--- src/rtl/codec_serial_link.sv ---
// codec_serial_link: codec-side bit/LR clock generator,
// mono DAC serializer and left-channel ADC deserializer.
module codec_serial_link #(
  parameter int SLOT_BITS = 16,
  parameter int BCLK_HALF = 4
) (
  input  logic                 clk,
  input  logic                 reset_n,
  input  logic                 run,
  input  logic [SLOT_BITS-1:0] audio_output,
  output logic                 sample_req,
  output logic [SLOT_BITS-1:0] audio_input,
  output logic                 sample_end,
  output logic                 aud_bclk,
  output logic                 aud_lrck,
  output logic                 aud_dacdat,
  input  logic                 aud_adcdat
);

  localparam int FRAME = 2 * SLOT_BITS;
  localparam int BW = $clog2(FRAME);
  localparam int SW = $clog2(SLOT_BITS);
  localparam int DW = $clog2(BCLK_HALF);

  localparam logic [BW-1:0] LAST = BW'(FRAME - 1);
  localparam logic [BW-1:0] SLOT = BW'(SLOT_BITS);
  localparam logic [BW-1:0] SLOT_LAST = BW'(SLOT_BITS - 1);
  localparam logic [DW-1:0] HALF_LAST = DW'(BCLK_HALF - 1);

  localparam logic [0:0] IDLE = 1'b0;
  localparam logic [0:0] RUN  = 1'b1;

  logic [0:0]           state;
  logic [DW-1:0]        div_cnt;
  logic [BW-1:0]        bit_cnt;
  logic [SLOT_BITS-1:0] hold;
  logic [SLOT_BITS-1:0] dac_sr;
  logic [SLOT_BITS-2:0] adc_sr;
  logic                 req_d;

  logic                 active;
  logic                 wrap;
  logic                 rise;
  logic                 fall;
  logic [BW-1:0]        bit_nxt;
  logic                 lrck_nxt;
  logic [SW-1:0]        slot_pos;
  logic [SW-1:0]        dac_idx;
  logic [SLOT_BITS-1:0] dac_word;
  logic [SLOT_BITS-1:0] adc_nxt;

  assign active   = (state == RUN) && run;
  assign wrap     = div_cnt == HALF_LAST;
  assign rise     = active && wrap && !aud_bclk;
  assign fall     = active && wrap && aud_bclk;
  assign bit_nxt  = (bit_cnt == LAST) ? '0 : bit_cnt + 1'b1;
  assign lrck_nxt = bit_nxt < SLOT;
  assign slot_pos = SW'(lrck_nxt ? bit_nxt : bit_nxt - SLOT);
  assign dac_idx  = SW'(SLOT_BITS - 1) - slot_pos;
  assign dac_word = (bit_nxt == '0) ? hold : dac_sr;
  assign adc_nxt  = {adc_sr, aud_adcdat};

  // State, bit clock divider, frame counter and DAC/LR outputs
  always_ff @(posedge clk or negedge reset_n) begin
    if (!reset_n) begin
      state      <= IDLE;
      div_cnt    <= '0;
      bit_cnt    <= LAST;
      aud_bclk   <= 1'b0;
      aud_lrck   <= 1'b0;
      aud_dacdat <= 1'b0;
      sample_req <= 1'b0;
      dac_sr     <= '0;
    end else begin
      sample_req <= 1'b0;
      if (!run) begin
        state      <= IDLE;
        div_cnt    <= '0;
        bit_cnt    <= LAST;
        aud_bclk   <= 1'b0;
        aud_lrck   <= 1'b0;
        aud_dacdat <= 1'b0;
      end else if (state == IDLE) begin
        state      <= RUN;
        sample_req <= 1'b1;
      end else begin
        div_cnt <= wrap ? '0 : div_cnt + 1'b1;
        if (wrap) aud_bclk <= !aud_bclk;
        if (fall) begin
          bit_cnt    <= bit_nxt;
          aud_lrck   <= lrck_nxt;
          aud_dacdat <= dac_word[dac_idx];
          dac_sr     <= dac_word;
          sample_req <= bit_nxt == LAST;
        end
      end
    end
  end

  // Mixer word captured two cycles after each request, run-independent
  always_ff @(posedge clk or negedge reset_n) begin
    if (!reset_n) begin
      req_d <= 1'b0;
      hold  <= '0;
    end else begin
      req_d <= sample_req;
      if (req_d) hold <= audio_output;
    end
  end

  // Left-slot ADC shift on rising bclk, publish on the last left bit
  always_ff @(posedge clk or negedge reset_n) begin
    if (!reset_n) begin
      adc_sr      <= '0;
      audio_input <= '0;
      sample_end  <= 1'b0;
    end else begin
      sample_end <= 1'b0;
      if (!run) begin
        adc_sr <= '0;
      end else if (rise && (bit_cnt < SLOT)) begin
        adc_sr <= adc_nxt[SLOT_BITS-2:0];
        if (bit_cnt == SLOT_LAST) begin
          audio_input <= adc_nxt;
          sample_end  <= 1'b1;
        end
      end
    end
  end

endmodule

--- config.mk ---
export PLATFORM = sky130hd
export DESIGN_NAME = codec_serial_link
export DESIGN_NICKNAME = d
export VERILOG_FILES = /design/src/rtl/codec_serial_link.sv
export SDC_FILE = /design/constraint.sdc
export NUM_CORES = 1
export LEC_CHECK = 0
export CAP_MARGIN = 20
export CORE_ASPECT_RATIO = 1.2
export CORE_UTILIZATION = 25
export DETAILED_ROUTE_END_ITERATION = 16
export PLACE_DENSITY_LB_ADDON = 0.12
export RECOVER_POWER = 100
export SYNTH_ARGS = -nofsm -noshare
export SYNTH_HDL_FRONTEND = slang
export SYNTH_SLANG_ARGS = --single-unit
--- constraint.sdc ---
create_clock -name clk -period 3.9 [get_ports clk]
set_clock_uncertainty 0.2 [all_clocks]
set_input_delay 0.78 -clock clk [delete_from_list [all_inputs] [get_ports clk]]
set_output_delay 0.78 -clock clk [all_outputs]
set_load 0.05 [all_outputs]
==> reports/metrics.yaml <==
netlist_area_sq_mm: 0.00335
routedWlPerCell_microns: 13.9
crit_required_ps: 3960
wirelength_microns: 6710
antenna_cells: 0
firstDrtPassIters: 4
grt_antenna_before_repair: 0
cts_max_level: 3
syn-num-nets: 294
syn_inst: 270
hold_class: "reg2reg"
die_w_microns: 108
initial_utilization: 0.254
final_util: 0.319
seq_area_frac_synth: 0.576
num_vias: 2142
yosys.area_share.simple: 0.100
p_total_mw: 1.78
synth_top_family_by_area: "multiplexers"
p_comb_frac: 0.049
ys.warnings.count: 0
dp_hpwl_microns: 4440
synth.area.top_cells: "dfrtp_1, mux2_2, nand2_1"
crit_path_end_kind: "flop"
place_congestion: 0.731
sequentialPowerShare: 0.479
synth_xor_area_frac: 0.00784
swShare: 0.227
grt_max_degree: 78
drc: 0
clock_latency_ps: 330
switching_power_uw: 404
nets: 335
async_flop_share: 1.00
pin_count: 41
critical_path.max_fanout: 15
finalCriticalPeriod_ps: 3290
vias_per_cell: 4.43
maxCapViolations: 0
tightest_slew_ps: 1410
die-area_sq_mm: 0.0139
globalRouteOverflowTotal: 0
ant_nets: 0
status: "finished clean"
worstPathArrival_ps: 3350
drive_above_1_share: 0.241
cts.path.max_buffers: 2
drt_iter0_markers: 93
grt_pass1_vias: 2326
grt_pass1_wl_microns: 11600
ys.flop_type: "dfrtp_1"
avgSynthCellArea_sq_um: 12.4
synth-seq-cells: 77
cts_resized: 0
finalCritPeriodShare: 0.844
p_int_mw: 1.38
clkPwrFrac: 0.472
hold_viol: 0
synth_top_cell_by_area: "dfrtp_1"
fmax_mhz: 304
yosysMostFrequentCell: "dfrtp_1"
synth_mux_area_frac: 0.204
clk_transition_reported_paths_ps: 60
cts_tree: "yes"
slew_violations: 0
power_density_mw_per_mm2: 424
synth_compound_gate_area_share: 0.0713
cts_root_buf: "clkbuf_16"
cts_inserted_buffers: 9
track_usage: 0.110
setup_viol: 0
synth_fa_ha_area_frac: 0.0149
io_buffer_count: 40
synth.distinct_cells: 39
power.leakage_nw: 1.88
relSlewSlack: 0.0573
core_sq_mm: 0.0132
crit_type: "reg2reg"
die_h_microns: 129
ys_top_cells_by_count: "dfrtp_1, mux2_2, nand2_1, o21ai_0, mux2i_1"
postCtsSetupRepairBufs: 0
area_delta_synth_final_pct: 25.6
start_kind: "flop"
rows: 46
rsz0062_at_grt: "no"
synth_enable_flop_cells: 0
finalSetupTns_ps: 0
cts.sinks: 77
synth_top_area_share: 0.537
vdd_drop_max_mv: 0.187
cts_hold_buf: 0
## flip-flops by register name (all words and copies together) (netlist names)
name         flops
dac_sr          16
req_d            1
sample_end       1
bit_cnt          5
adc_sr          15
aud_lrck         1
state            1
audio_input     16
hold            16
aud_bclk         1
sample_req       1
aud_dacdat       1
div_cnt          2
## stage by stage
step	std cells	hold WS (ps)	worst slack (ps)	cell area (sq um)
2_1_floorplan	270	268	1200	3350
3_3_place_gp	467	178	854	3920
3_5_place_dp	467	176	768	3920
4_1_cts	483	190	746	4220
5_1_grt	484	193	338	4210
6_report	484	178	609	4210
## worst paths after layout
| path | start | to | slack, ps | cells after the start |
|---|---|---|---|---|
| worst max-delay path | bit_cnt[0]$_DFFE_PN1P_ | aud_dacdat$_DFFE_PN0P_ | 610 | 10 |
| worst min-delay path | sample_req$_DFF_PN0_ | req_d$_DFF_PN0_ | 180 | 0 |
| worst max register to register | bit_cnt[0]$_DFFE_PN1P_ | aud_dacdat$_DFFE_PN0P_ | 610 | 10 |
| worst min register to register | sample_req$_DFF_PN0_ | req_d$_DFF_PN0_ | 180 | 0 |
| max in group asynchronous | reset_n | dac_sr[6]$_DFFE_PN0P_ | 940 | 2 |
| min in group asynchronous | reset_n | audio_input[14]$_DFFE_PN0P_ | 560 | 1 |
## power groups by stage
stage | sequential (mW) | combinational, mW | clock [mW]
after floorplan | 0.859 | 0.0471 | 0
after global placement | 0.870 | 0.0901 | 0
after detailed placement | 0.870 | 0.0921 | 0
after CTS | 0.856 | 0.0926 | 0.880
after global routing | 0.859 | 0.0997 | 0.908
final | 0.854 | 0.0879 | 0.841
## placed cells by master (no fill, tap or decap), types with 2 or more instances in the layout
cell type	instances
nand4_1	2
clkdlybuf4s50_1	17
inv_1	5
clkbuf_16	9
dlygate4sd3_1	22
clkinvlp_4	2
a21oi_1	5
xnor2_1	2
nand2_1	39
nor2b_1	3
inv_6	2
dfstp_2	4
dfrtp_1	72
mux2i_1	11
o21ai_0	17
nor3_1	3
and2_0	2
nand3_1	4
ha_1	4
o211ai_1	6
o221ai_1	3
nor2_1	6
nand2b_1	2
clkbuf_1	4
mux2_2	49
## cell families after synthesis
logic type | count (synthesis)
AND/OR/NAND/NOR | 69
AO/OA/AOI/OAI | 37
adder cells (fa/ha/maj) | 4
XOR/XNOR | 3
buffers and inverters | 19
flip-flops | 77
multiplexers | 61
## metal layers
layer  track usage  part of all wire  routed length [microns]
met1         0.126              0.43                     2900
met4        0.0580             0.016                      110
met5             0                 0                        0
met2         0.189              0.52                     3490
met3        0.0268             0.032                      212
## critical path, stage by stage (launching register included)
cell and delay (ps):
dfstp_1 810, ha_1 260, and3_1 190, ha_1 380, nor2_1 120, mux2i_4 240
nand2_4 190, mux2i_1 180, a2111oi_2 380, a22oi_1 150, nand4_1 100
## area by class of cell
cell class / count / area, sq um
fill: 1357 / 8970
sequential: 77 / 1930
multi-input combinational: 174 / 1330
timing repair buffer: 44 / 414
clock buffer: 10 / 229
tap: 168 / 210
clock inverter: 6 / 71.3
inverter: 5 / 18.8
Power figures use the tool's default switching activity.
